===== src/rtl/fuzz_stim_sequencer.sv =====
// -----------------------------------------------------------------------------
// fuzz_stim_sequencer
//   Hardware stimulus sequencer for the fuzz harness. A 32-bit LCG
//   (state' = state*32'h41C64E6D + 32'h3039, mod 2^32) fills in_flat one
//   32-bit chunk per step, low chunk first. The resulting vector stream is
//   bit-identical to the software harness. Each run presents cycles+1
//   vectors through a valid/ready handshake, then pulses done.
//
// Parameters
//   IN_W      width of in_flat (NWORDS = ceil(IN_W/32) LCG steps per vector)
//   SEED_DEF  LCG seed used when no seed has been loaded since reset
//   CNT_W     width of cycles and vec_count
//
// Ports
//   clk_i        clock, all logic on posedge
//   rst_i        synchronous active-high reset
//   seed_load_i  in IDLE: load seed_i into the LCG state
//   seed_i       seed value
//   start_i      in IDLE: begin a run (ignored while busy)
//   cycles_i     run length minus one, sampled at start
//   in_flat_o    current stimulus vector
//   vec_valid_o  in_flat_o holds a complete new vector
//   vec_ready_i  consumer accepts the vector (transfer = valid & ready)
//   busy_o       FSM not in IDLE
//   done_o       one-cycle pulse after the last vector is accepted
//   vec_count_o  vectors accepted in the current run (saturating)
//
// Build option
//   FUZZ_STIM_TRACE_EN  when defined, prints every transfer and the end of
//                       each run in simulation. Ports and timing unchanged.
// -----------------------------------------------------------------------------
module fuzz_stim_sequencer #(
  parameter int unsigned IN_W     = 263,
  parameter logic [31:0] SEED_DEF = 32'd1188332531,
  parameter int unsigned CNT_W    = 32
) (
  input  logic             clk_i,
  input  logic             rst_i,
  input  logic             seed_load_i,
  input  logic [31:0]      seed_i,
  input  logic             start_i,
  input  logic [CNT_W-1:0] cycles_i,
  output logic [IN_W-1:0]  in_flat_o,
  output logic             vec_valid_o,
  input  logic             vec_ready_i,
  output logic             busy_o,
  output logic             done_o,
  output logic [CNT_W-1:0] vec_count_o
);

  localparam int unsigned NWORDS = (IN_W + 31) / 32;
  localparam int unsigned WIDX_W = $clog2(NWORDS + 1);
  localparam logic [31:0] LCG_MUL = 32'h41C64E6D;
  localparam logic [31:0] LCG_INC = 32'h0000_3039;

  typedef enum logic [1:0] {
    S_IDLE,
    S_FILL,
    S_PRESENT,
    S_DONE
  } state_e;

  state_e             fsm_q;
  logic [31:0]        lcg_q;
  logic [31:0]        lcg_d;
  logic [WIDX_W-1:0]  widx_q;
  logic [CNT_W-1:0]   cycles_q;
  logic [CNT_W-1:0]   vec_count_q;
  logic [CNT_W-1:0]   vec_count_d;
  logic [IN_W-1:0]    in_flat_q;
  logic               vec_valid_q;
  logic               busy_q;
  logic               done_q;
  logic               xfer;

  assign lcg_d       = lcg_q * LCG_MUL + LCG_INC;
  assign xfer        = vec_valid_q & vec_ready_i;
  // Saturating increment; the end-of-run compare still uses this value.
  assign vec_count_d = (&vec_count_q) ? vec_count_q : vec_count_q + CNT_W'(1);

  always_ff @(posedge clk_i) begin
    if (rst_i) begin
      fsm_q       <= S_IDLE;
      lcg_q       <= SEED_DEF;
      widx_q      <= '0;
      cycles_q    <= '0;
      vec_count_q <= '0;
      in_flat_q   <= '0;
      vec_valid_q <= 1'b0;
      busy_q      <= 1'b0;
      done_q      <= 1'b0;
    end else begin
      case (fsm_q)
        S_IDLE: begin
          // A seed loaded together with start is already in lcg_q when
          // the first FILL step runs.
          if (seed_load_i) lcg_q <= seed_i;
          if (start_i) begin
            fsm_q       <= S_FILL;
            busy_q      <= 1'b1;
            cycles_q    <= cycles_i;
            vec_count_q <= '0;
            widx_q      <= '0;
          end
        end

        S_FILL: begin
          lcg_q <= lcg_d;
          // Bit-wise chunk write so the final chunk is truncated to IN_W.
          for (int unsigned b = 0; b < IN_W; b++) begin
            if ((b / 32) == 32'(widx_q)) in_flat_q[b] <= lcg_d[b % 32];
          end
          if (widx_q == WIDX_W'(NWORDS - 1)) begin
            fsm_q       <= S_PRESENT;
            vec_valid_q <= 1'b1;
          end else begin
            widx_q <= widx_q + WIDX_W'(1);
          end
        end

        S_PRESENT: begin
          if (xfer) begin
            vec_valid_q <= 1'b0;
            vec_count_q <= vec_count_d;
            if (vec_count_d == cycles_q + CNT_W'(1)) begin
              fsm_q  <= S_DONE;
              done_q <= 1'b1;
            end else begin
              fsm_q  <= S_FILL;
              widx_q <= '0;
            end
          end
        end

        S_DONE: begin
          done_q <= 1'b0;
          busy_q <= 1'b0;
          fsm_q  <= S_IDLE;
        end

        default: fsm_q <= S_IDLE;
      endcase
    end
  end

`ifdef FUZZ_STIM_TRACE_EN
  always_ff @(posedge clk_i) begin
    if (!rst_i) begin
      if (fsm_q == S_PRESENT && xfer) $write("CYCLE=%0d IN=%0h\n", vec_count_q, in_flat_q);
      if (fsm_q == S_DONE) $display("TB_SIM_OK cycles=%0d", cycles_q);
    end
  end
`else
  // Trace disabled: no simulation output code is compiled.
`endif

  assign in_flat_o   = in_flat_q;
  assign vec_valid_o = vec_valid_q;
  assign busy_o      = busy_q;
  assign done_o      = done_q;
  assign vec_count_o = vec_count_q;

endmodule

===== config.mk =====
export PLATFORM = sky130hd
export DESIGN_NAME = fuzz_stim_sequencer
export DESIGN_NICKNAME = d
export VERILOG_FILES = /design/src/rtl/fuzz_stim_sequencer.sv
export SDC_FILE = /design/constraint.sdc
export NUM_CORES = 1
export LEC_CHECK = 0
export BUFFER_PORTS_ARGS = -buffer_cell sky130_fd_sc_hd__buf_4
export CAP_MARGIN = 10
export CORE_UTILIZATION = 60
export CTS_BUF_LIST = sky130_fd_sc_hd__clkbuf_8
export CTS_CLUSTER_DIAMETER = 80
export CTS_CLUSTER_SIZE = 20
export DETAILED_ROUTE_END_ITERATION = 8
export PLACE_DENSITY = 0.86
export SETUP_SLACK_MARGIN = 0.5
export SYNTH_ARGS = -nofsm -noshare
export SYNTH_HDL_FRONTEND = slang
export SYNTH_SLANG_ARGS = --single-unit
export TNS_END_PERCENT = 20

===== constraint.sdc =====
create_clock -name clk_i -period 16.1 [get_ports clk_i]
set_input_delay 0.805 -clock clk_i [delete_from_list [all_inputs] [get_ports clk_i]]
set_output_delay 0.805 -clock clk_i [all_outputs]
set_load 0.1 [all_outputs]

==> metrics.cfg, run 1 <==
[grt]
grt.total_usage = 0.411
grt.overflow.total = 0
grt_max_degree = 237
grt_antenna_before_repair = 9
grt_pass1_vias = 22143
grt_pass1_wl_mm = 129

[synthesis]
post-synth-top-count-cell = nand2_1
ys_warn_count = 0
syn_avg_cell_area_um2 = 8.39
synth_area_leaders = dfxtp_1 (30%), fa_1 (15%), ha_1 (11%)
synth_edf_count = 0
async_reset_ff_frac = 0
syn_nets = 3382
seq_area_frac_synth = 0.301
syn_area_um2 = 24500
ys_seq_elements = 368
yosys_most_used_dff = dfxtp_1
synthDistinctLibCells = 68
synth_top_area_share = 0.301
synth_largest_area_cell = dfxtp_1
synthTopCellsByCount = nand2_1 (439), inv_1 (404), dfxtp_1 (368)
synthCells = 2914

[route]
routed_wl_mm = 85.2
drc = 0
first_pass_iters = 6
drt-initial-drc-count = 2217
drtAntennaViolNets = 0
routedWlPerCell_um = 22.8
vias_per_cell = 5.93
vias = 22184

[critical_path]
criticalPathCategory = flip-flop to flip-flop
crit_buf_inv = 3
crit_slowest_cell = xor2_1
cpMostUsedCell = fa_1
path_max_fanout = 10
crit_family = adder cells
arrival_ps = 8160
max_stage_delay_ps = 840
crit_chain = ha_1, xor2_1, ha_1, a21oi_1, fa_1, fa_1, inv_1, fa_1, fa_1, fa_1, inv_1, fa_1, inv_1, ha_1, a21o_1, a21o_1, a221oi_1, o211ai_1, a31oi_1, xor2_1, nor2_1, a21oi_1, nor2_1
crit_path_start_kind = flip-flop
worstPathRequired_ps = 16650
crit_path_end_kind = flip-flop

[placement]
dp_hpwl_mm = 66.1
place_congestion = 1.01
port_buffers = 366
place_area_um2 = 27600

[sta]
hold_viol = 0
period_needed_ps = 7610
setup_viol = 0
timing.hold.ws_ps = 334
finClkSkew_ps = 61.8
slew_viol_final = 0
worstMarginPinSlew_ps = 1230
relSlewSlack = 0.181
rsz0062_at_grt = no
min_period_over_period = 0.473
fin_tns_setup_ps = 0
max_freq_ghz = 0.131

[finish]
fin_nets = 3668
drive_gt1_frac = 0.143
area_delta_synth_final_pct = 15.4
num-fill-cells = 3171
fin_area_um2 = 28200

[die]
start_util = 0.611
rows = 73
die_y_um = 204
io_pins = 367
core_area_um2 = 40000
die_width_um = 204
die_area_um2 = 41600

[clock_network]
cts_sinks = 368
h-tree-depth = 1
cts-root-buf = clkbuf_8
clk_pin_slew_ps = 140
clock_path_buffers = 3
post_cts_buffers = 0
cts_tree = built
ctsResizeCount = 0
numCtsBuffers = 26
clk_latency_ps = 700
ctsHoldBuffers = 0

[job]
maxCapViolCount = 0

[worst_hold_path]
worstHoldPathType = primary input to flip-flop

[status]
outcome = complete, no violations

kinds of logic after synthesis:
| group | synth area share |
|---|---|
| AO/OA/AOI/OAI | 0.133 |
| adder cells (fa/ha/maj) | 0.262 |
| XOR/XNOR | 0.0491 |
| buffers and inverters | 0.0838 |
| AND/OR/NAND/NOR | 0.169 |
| flip-flops | 0.301 |
| multiplexers | 0.00210 |
layout by cell type (no fill, tap or decap), drive strengths merged, types with 17 or more instances in the layout:
cell type	netlist	routed
nand2	439	439
inv	404	409
buf	13	397
dfxtp	368	368
a21oi	287	287
nor2	245	245
ha	212	212
fa	187	187
xnor2	99	99
o21ai	69	69
a211oi	46	46
nand3	44	44
xor2	38	38
nor3	35	35
nand3b	28	28
clkbuf	126	27
and3	21	21
and2	20	20
a221oi	19	19
nand2b	18	18
nand4	18	18
a31oi	17	17
layer usage:
metal / vias up / share of wire / global-route usage
li1: 10064 / - / -
met1: 10660 / 0.36 / 0.490
met2: 1146 / 0.46 / 0.664
met3: 308 / 0.11 / 0.104
met4: 6 / 0.076 / 0.258
met5: - / 0.00055 / 0
worst min-delay path: cells and delay by family:
kind	cells	cell delay, ps
AOI/OAI and AO/OA	1	50
buffers and inverters	1	110
and+or+nand+nor	1	50
registers in the layout, summed over array words and instances, names as in the netlist:
| name | cells |
|---|---|
| done_o | 1 |
| vec_valid_o | 1 |
| cycles_q | 32 |
| in_flat_o | 263 |
| widx_q | 4 |
| vec_count_o | 32 |
| busy_o | 1 |
| fsm_q | 2 |
| lcg_q | 32 |
path summary, 6_finish.rpt:
check,depth (start not counted),slack (ps),end,from
setup / recovery,23,8490,in_flat_o[186]$_SDFFE_PP0P_,lcg_q[7]$_SDFFE_PP1P_
hold / removal,3,330,cycles_q[14]$_SDFFE_PP0P_,cycles_i[14]
setup reg to reg,23,8490,in_flat_o[186]$_SDFFE_PP0P_,lcg_q[7]$_SDFFE_PP1P_
hold reg to reg,2,470,in_flat_o[217]$_SDFFE_PP0P_,in_flat_o[217]$_SDFFE_PP0P_
cell type report:
type,count,area [um^2],area share
antenna,7,17.5,0.000621
clock buffer,27,372,0.0132
clock inverter,8,146,0.00519
inverter,404,1520,0.0537
multi-input combinational,2003,15100,0.534
sequential,368,7370,0.261
tap,525,657,0.0233
timing repair buffer,397,3070,0.109
through the flow:
step / setup slack [ps] / utilization / std cells
3_3_place_gp: 8580 / 0.689 / 3691
6_report: 8490 / 0.706 / 3739
4_1_cts: 8510 / 0.703 / 3728
3_5_place_dp: 8500 / 0.690 / 3693
2_1_floorplan: 9170 / - / 2914
5_1_grt: 8060 / 0.705 / 3735
Power of run 1 is left out: the tool's default activity adds up to more than one toggle a clock period on the data nets, which glitch-free logic cannot reach.
==> inputs of run 2 (changes only) <==
==> constraint.sdc (replaced) <==
create_clock -name clk_i -period 7.31 [get_ports clk_i]
set_input_delay 0.3655 -clock clk_i [delete_from_list [all_inputs] [get_ports clk_i]]
set_output_delay 0.3655 -clock clk_i [all_outputs]
set_load 0.1 [all_outputs]
==> metrics.cfg, run 2 (same netlist as run 1, synthesis figures left out) <==
[clock_network]
clock_path_buffers = 3
cts-root-buf = clkbuf_8
cts_sinks = 368
clk_latency_ps = 680
numCtsBuffers = 25
cts_tree = built
clk_pin_slew_ps = 110
h-tree-depth = 1

[finish]
final_cell_mix = nand2_1 (439), buf_4 (430), inv_1 (405), dfxtp_1 (354), a21oi_1 (279)
mostFrequentLayoutCell = nand2_1
fin_area_um2 = 29300
largest_register_ffs = 263
drive_gt1_frac = 0.164
fin_nets = 3760
area_delta_synth_final_pct = 19.7

[route]
drtAntennaViolNets = 0
drc = 0
vias = 22828
vias_per_cell = 5.96
first_pass_iters = 6
routedWlPerCell_um = 22.9
drt-initial-drc-count = 2632
routed_wl_mm = 87.7

[critical_path]
crit_family = adder cells
crit_path_end_kind = flip-flop
arrival_ps = 7110
crit_buf_inv = 5
path_max_fanout = 8
crit_slowest_cell = fa_1
crit_path_start_kind = flip-flop
worstPathRequired_ps = 7830
crit_chain = ha_4, inv_1, fa_1, fa_1, fa_1, inv_1, fa_1, fa_1, fa_1, inv_1, fa_1, inv_1, ha_4, and4_4, and3_1, o2111ai_2, o211ai_1, nand3_1, nand2_1, nor2_1, xor2_1, buf_4, o21ai_0
cpMostUsedCell = fa_1
criticalPathCategory = flip-flop to flip-flop
max_stage_delay_ps = 540

[sta]
period_needed_ps = 6590
fin_tns_setup_ps = 0
relSlewSlack = 0.182
slew_viol_final = 0
min_period_over_period = 0.902
worstMarginPinSlew_ps = 1230
rsz0062_at_grt = no
setup_viol = 0
hold_viol = 0
max_freq_ghz = 0.152
finClkSkew_ps = 71.8

[worst_hold_path]
worstHoldPathType = primary input to flip-flop

[grt]
grtUsageMet1 = 0.511
grt_use_met3 = 0.0770
grt_max_degree = 236
grt.total_usage = 0.417
busiest_layer = met2
grt_antenna_before_repair = 6
gr-usage-met2 = 0.690
grt_pass1_vias = 22538
grt.overflow.total = 0
grt_pass1_wl_mm = 131

[die]
die_area_um2 = 41600
die_width_um = 204
core_area_um2 = 40000
rows = 73
io_pins = 367
start_util = 0.611
die_y_um = 204

[status]
outcome = complete, no violations

[placement]
dp_hpwl_mm = 66.9
port_buffers = 366
place_congestion = 0.990
place_area_um2 = 27800

[job]
maxCapViolCount = 0

run 2: cell types whose count changed in the layout (fill, tap and decap cells not counted), sizes merged:
cell and delta:
clkinvlp +2, clkbuf -2, buf +39, bufinv -1, dlygate4sd3 +54, diode -4
run 2: worst paths after layout:
check | startpoint | to | slack (ps) | cells past startpoint
worst max-delay path | lcg_q[10]$_SDFFE_PP0P_ | in_flat_o[188]$_SDFFE_PP0P_ | 720 | 23
worst min-delay path | seed_i[19] | lcg_q[19]$_SDFFE_PP0P_ | 20 | 3
worst max register to register | lcg_q[10]$_SDFFE_PP0P_ | in_flat_o[188]$_SDFFE_PP0P_ | 720 | 23
worst min register to register | in_flat_o[152]$_SDFFE_PP0P_ | in_flat_o[152]$_SDFFE_PP0P_ | 470 | 2
run 2: layout make-up:
type	instances	area [um^2]
clock inverter	9	104
timing repair buffer	490	3900
tap	525	657
sequential	368	7400
inverter	404	1520
fill	3071	10700
antenna	3	7.51
clock buffer	25	344
multi-input combinational	2003	15300
run 2: worst reg2reg max path, delay by kind of cell, from the launching register on:
family                   cells  cell delay [ps]
adder cells (fa/ha/maj)      9             4030
AND/OR/NAND/NOR              5              720
AO/OA/AOI/OAI                3              610
buffers and inverters        5              460
flip-flops                   1              400
XOR/XNOR                     1              210
run 2: metal layers:
layer | routed length, um | part of all wire
met1 | 32300 | 0.37
met2 | 41200 | 0.47
met3 | 8180 | 0.093
met4 | 5970 | 0.068
met5 | 30 | 0.00034
run 2: what timing repair did:
| action | in CTS | in global routing |
|---|---|---|
| hold buffers | 54 | 0 |
| pin swaps | 1 | 12 |
| endpoints found under the setup margin | 80 | 111 |
| gates cloned | 0 | 0 |
| setup buffers | 0 | 2 |
| endpoints found under the hold margin | 54 | 0 |
| resized for setup | 9 | 63 |
run 2: metrics by stage:
step,util,hold WS [ps],setup slack (ps),std cells
3_3_place_gp,0.696,445,209,3731
3_5_place_dp,0.696,450,231,3731
5_1_grt,0.732,24.5,470,3825
6_report,0.732,17.6,720,3827
2_1_floorplan,-,448,548,2914
4_1_cts,0.721,11.0,505,3819
Power of run 2 is left out for the same reason.
